$ cat config.mk
export PLATFORM = sky130hd
export DESIGN_NAME = fetch_stage
export DESIGN_NICKNAME = d
export VERILOG_FILES = /design/src/rtl/fetch_stage.sv
export SDC_FILE = /design/constraint.sdc
export NUM_CORES = 1
export LEC_CHECK = 0
export CELL_PAD_IN_SITES_DETAIL_PLACEMENT = 0
export CELL_PAD_IN_SITES_GLOBAL_PLACEMENT = 1
export CORE_MARGIN = 2
export CORE_UTILIZATION = 30
export CTS_BUF_LIST = sky130_fd_sc_hd__clkbuf_2 sky130_fd_sc_hd__clkbuf_4 sky130_fd_sc_hd__clkbuf_8
export DETAILED_ROUTE_END_ITERATION = 7
export GPL_ROUTABILITY_DRIVEN = 0
export GPL_TIMING_DRIVEN = 0
export PLACE_DENSITY_LB_ADDON = 0.1
export SETUP_SLACK_MARGIN = 0.5
export SLEW_MARGIN = 20
export SYNTH_ARGS = -nofsm -noshare
export SYNTH_HDL_FRONTEND = slang
export SYNTH_SLANG_ARGS = --single-unit
$ cat constraint.sdc
create_clock -name clk -period 2.8 [get_ports clk]
set_clock_uncertainty 0.2 [all_clocks]
set_input_delay 0.42 -clock clk [delete_from_list [all_inputs] [get_ports clk]]
set_output_delay 0.42 -clock clk [all_outputs]
set_load 0.01 [all_outputs]
$ cat src/rtl/fetch_stage.sv
// Instruction-fetch stage: owns the fetch PC, drives the ROM address and presents
// the fetched instruction to decode, with a one-entry hold buffer that covers stalls.
module fetch_stage #(
  parameter logic [31:0] RESET_PC = 32'h0000_0000,
  parameter logic [31:0] NOP_INST = 32'h0000_0013
) (
  input  logic        clk,
  input  logic        rst,
  output logic [31:0] irom_addr,
  input  logic [31:0] irom_rdata,
  input  logic        stall,
  input  logic        redirect_valid,
  input  logic [31:0] redirect_pc,
  output logic [31:0] pc_if,
  output logic [31:0] pc_dec,
  output logic [31:0] inst_dec,
  output logic        valid_dec
);

  logic [31:0] hold_inst;
  logic        hold_vld;
  logic        redirect_lsb_unused;

  // Targets are word aligned; the low two bits are discarded by design.
  assign redirect_lsb_unused = ^redirect_pc[1:0];

  assign irom_addr = pc_if;

  // IF -> ID boundary: redirect beats stall, stall beats advance.
  always_ff @(posedge clk or posedge rst) begin
    if (rst) begin
      pc_if     <= RESET_PC;
      pc_dec    <= 32'h0000_0000;
      valid_dec <= 1'b0;
      hold_inst <= 32'h0000_0000;
      hold_vld  <= 1'b0;
    end else if (redirect_valid) begin
      pc_if     <= {redirect_pc[31:2], 2'b00};
      valid_dec <= 1'b0;
      hold_vld  <= 1'b0;
    end else if (stall) begin
      // The ROM re-reads pc_if while stalled, so keep the decoder's word here.
      if (!hold_vld) begin
        hold_inst <= irom_rdata;
        hold_vld  <= 1'b1;
      end
    end else begin
      pc_dec    <= pc_if;
      pc_if     <= pc_if + 32'd4;
      valid_dec <= 1'b1;
      hold_vld  <= 1'b0;
    end
  end

  always_comb begin
    inst_dec = irom_rdata;
    if (!valid_dec)
      inst_dec = NOP_INST;
    else if (hold_vld)
      inst_dec = hold_inst;
  end

endmodule

Word-level counts from Yosys, hierarchy flattened
Index checks and enable logic that the tools add are counted.
{"block": "classes", "reduce_logical": 2, "n_mux": 8, "addsub": 1, "eq_ne": 1, "n_bitwise": 2}
{"op": "2-to-1 mux 32 bit", "n": 4}
{"op": "adder 32 x 3 -> 32 bit (second input constant)", "n": 1}
{"op": "2-to-1 mux 1 bit", "n": 4}
{"op": "AND reduction 2 bit", "n": 2}
{"op": "!= test 2 x 1 -> 1 bit (second input constant)", "n": 1}
{"op": "inverter 1 bit", "n": 2}
{"block": "word_totals", "register_bits": 98, "out_inout_bits": 129}

Depth between registers and ports, before layout
{"block": "depth", "depth_word": 3, "mapped_depth": 7, "ltp_nobuf": 5}

Least setup slack after synthesis
No wires, ideal clock.
{"block": "synth_timing", "kind": "register to register", "from": "reg pc_if[2] (netlist: irom_addr[2])", "to": "reg pc_if[18] (netlist: irom_addr[18])", "t_arrival_ns": 1.974, "setup_slack_ns": 0.557, "stages_incl_launch_ff": 8, "required_ns": 2.531, "setup_ns": 0.069, "n_path_buf": 2, "cell_sequence": "dfrtp_1 -> ha_1 -> nand4b_4 -> or3_1 -> buf_2 -> buf_6 -> or4_1 -> nand3_1"}
{"block": "synth_between", "elab_chain_cells": 3}
{"element": "start, declared", "line_no": "14", "source": "output logic [31:0] pc_if,"}
{"element": "start signal, assigned", "line_no": "38", "source": "pc_if <= {redirect_pc[31:2], 2'b00};"}
{"element": "start signal, assigned", "line_no": "49", "source": "pc_if <= pc_if + 32'd4;"}
{"element": "adder 32 x 3 -> 32 bit", "line_no": "49"}
{"element": "2-to-1 mux 32 bit", "line_no": "41", "source": "end else if (stall) begin"}
{"element": "2-to-1 mux 32 bit", "line_no": "37", "source": "end else if (redirect_valid) begin"}
No other way between the ends. The select of a mux whose other input is x is not followed.
A chain may end at the register's enable or synchronous reset.

Final worst setup path
{"block": "layout_timing", "from": "reg pc_if[23] (netlist: irom_addr[23])", "to": "out pc_if[23]"}
No word-level cell between the ends.

==> summary.md <==
| Metric | Value |
|---|---|
| Share of cells above drive strength 1 | `0.232` |
| Vias | `~4100` |
| Synthesis warning total | `0` |
| Area growth, synth to finish | `52.7%` |
| Delay-heaviest family, CP | `buffers and inverters` |
| Core area | `15900 um^2` |
| Worst-Margin Slew | `a little under 0.7 ns` |
| Period utilisation layout | `0.801` |
| Drt first pass iters | `4` |
| CP max stage cell | `dfrtp_1` |
| Final Setup Violations | `0` |
| Site Rows | `46` |
| DIE AREA | `about 17000 um^2` |
| Outcome | `finished clean` |
| Post-route ant nets | `0` |
| Max VDD drop | `around 0.29 mV` |
| Max incr delay on CP | `between 0.5 and 0.6 ns` |
| CTS Root Cell | `clkbuf_8` |
| Arrival @ worst endpoint | `1.62 ns` |
| Global router's overall resource usage | `0.165` |
| Largest net degree at the start of global routing | `24` |
| Initial antenna violation count | `0` |
| Power per cell area | `513 nW/um^2` |
| Final Hold Slack | `0.0603 ns` |
| Crit Path Category | `reg2out` |
| Critical-path maximum fanout | `10` |
| Critical path required time | `around 2.2 ns` |
| Leakage Power | `approximately 3.1 nW` |
| Max-slew violation count | `0` |
| Starting Density | `0.307` |
| Final Hold Fails | `0` |
| Cells after Synth | `449` |
| Global-route wire length before repair | `about 23 mm` |
| Hold Crit Class | `in2reg` |
| Post-synth top area cell | `dfrtp_1` |
| Clock tree sinks | `94` |
| Mapped Avg Cell Area | `about 11 um^2` |
| Clock Tree Buf Depth | `2` |
| Placed Instances | `roughly 860` |
| Cts hold-fix bufs | `0` |
| Maxcap violations | `0` |
| Remaining Overflow, GRT | `0` |
| Synth async-reset ratio | `1.00` |
| Post-synth top area share | `0.482` |
| First DRT Iteration DRCs | `about 120` |
| DP HPWL | `10.4 mm` |
| ANT cells | `0` |
| CTS tree | `built` |
| Skew-Pair Late Insertion Delay | `between 0.3 and 0.4 ns` |
| CTS H-Tree Depth | `3` |
| # port buffers | `187` |
| Final TNS setup | `0 ns` |
| CTS buffer count | `9` |
| #FFs+latches synth | `94` |
| Post-synth top flop | `dfrtp_1` |
| Design area | `approximately 7500 um^2` |
| Chip Width | `132 um` |
| Pre-CTS WS | `~0.13 ns` |
| DRC | `0` |
| Placed cell area | `between 7000 and 8000 um^2` |
| Post-synthesis cell type count | `37` |
| Worst-path clk slew | `0.09 ns` |
| DR WL/cell | `about 16 um` |
| Final setup margin | `0.557 ns` |
| Die H | `~130 um` |
| Critical Path Sink Type | `output pin` |
| Layout Nets | `731` |
| EDFF count, synth | `0` |
| Share of the yosys chip area belonging to registers | `0.482` |
| Slew headroom | `0.541` |
| Worst path cell trace | `buf_4 > clkdlybuf4s50_1` |
| Fin cells | `approximately 880` |
| I/O pin count | `between 150 and 200` |
| Vias in the first global route | `about 4300` |
| Syn Std Cell Area | `a little under 5000 um^2` |
| RSZ-0062 raised after global routing | `true` |
| Worst setup SP type | `flop` |
| Bufs and invs on worst path | `2` |
| Post-Route WL | `14.0 mm` |
| Vias/cell | `about 4.6` |
| Min Tclk post-route | `approximately 2.2 ns` |
| Max Freq | `approximately 0.45 GHz` |
| Top cells by area, synth | `dfrtp_1 (48%), mux2_2 (14%), mux2i_1 (7.0%)` |
-- synth_stat cells, types with 2 or more instances --
cell      number
a21oi_1        2
a31oi_1       11
nor2b_1        4
mux2_2        61
inv_1          4
xnor2_1        5
o211ai_1       2
o21ai_0       16
or4_1         14
nand2_1       32
o31ai_1       10
buf_1          6
and4_1         5
buf_4         36
or3_1          3
clkbuf_1      12
nand3_1       11
o31a_1         2
buf_6          2
nor4_1         3
nor2_1        45
nand4_1       10
buf_2          6
xor2_1         8
dfrtp_1       94
mux2i_1       34
-- cells in the final DEF, fill, tap and decap left out, drive strengths merged, types with 11 or more instances in the layout --
master	synthesis	layout
clkbuf	12	22
or4	14	14
nand3	12	12
nor2	45	45
mux2	62	62
dfrtp	94	94
buf	50	61
o21ai	16	16
clkdlybuf4s50	0	155
dlygate4sd2	0	32
mux2i	34	34
nand2	32	32
a31oi	11	11
-- kinds of logic (layout without fill, tap and decap cells) --
| group | Yosys count | after routing | share of synthesized area |
|---|---|---|---|
| flip-flops | 94 | 94 | 0.482 |
| AND/OR/NAND/NOR | 134 | 134 | 0.141 |
| AO/OA/AOI/OAI | 43 | 43 | 0.0546 |
| buffers and inverters | 67 | 280 | 0.0838 |
| other | 1 | 6 | 0.000768 |
| adder cells (fa/ha/maj) | 1 | 1 | 0.00256 |
| XOR/XNOR | 13 | 13 | 0.0233 |
| multiplexers | 96 | 96 | 0.213 |
-- worst register-to-register path, cell delays in order, from the launching register on --
cell and delay, ns:
dfrtp_1 0.50, and4_1 0.33, nand4_1 0.35, or4_1 0.57, a31oi_1 0.18
-- registers in the layout, indices dropped and copies added (netlist names) --
signal     flops
hold_vld       1
irom_addr     30
pc_dec        30
hold_inst     32
valid_dec      1
-- through the flow --
step	total power, mW	utilization
5_1_grt	4.06	0.470
3_5_place_dp	2.90	0.450
2_1_floorplan	2.26	-
3_3_place_gp	2.86	0.444
6_report	3.83	0.470
4_1_cts	3.89	0.465
-- final timing paths --
kind                                           startpoint                         to  cells after the start  slack (ns)
worst min-delay path                                stall      valid_dec$_DFFE_PP0N_                      2        0.06
worst min register to register  hold_inst[24]$_DFFE_PP0P_  hold_inst[24]$_DFFE_PP0P_                      1        0.30
max in group asynchronous                             rst   irom_addr[5]$_DFFE_PP0N_                      4        1.51
min in group asynchronous                             rst     pc_dec[29]$_DFFE_PP0P_                      2        0.22
worst max register to register  irom_addr[15]$_DFFE_PP0N_  irom_addr[26]$_DFFE_PP0N_                      4        0.60
worst max-delay path            irom_addr[23]$_DFFE_PP0N_                  pc_if[23]                      2        0.56
-- cell type report --
| class | instances | area (um^2) |
|---|---|---|
| plain buffers | 62 | 450 |
| flip-flops and latches | 94 | 2370 |
| multi-input cells | 293 | 2160 |
| fillers | 1557 | 8430 |
| repair buffers | 197 | 1980 |
| well taps | 216 | 270 |
| clock inverters | 5 | 57.6 |
| inverters | 5 | 22.5 |
| clock buffers | 11 | 151 |
-- metal layers --
layer  part of all wire  track usage  vias up  wire length (um)
li1                   -            -     1984                 -
met1               0.43        0.197     1958              6070
met2               0.49        0.287      122              6920
met3              0.059       0.0401       12               835
met4              0.015       0.0628        0               217
met5                  0            0        -                 0
-- where the power goes --
group	internal, mW	switching (mW)	total, mW
Combinational	0.695	0.422	1.12
Sequential	1.57	0.176	1.74
Clock	0.460	0.506	0.966
-- what timing repair did --
action                     CTS  global route
gates resized for setup     53            17
setup endpoints to repair   41            41
pin swaps                    0             2
setup buffers                3             3
Note: power is estimated with default switching activity, not from simulation.
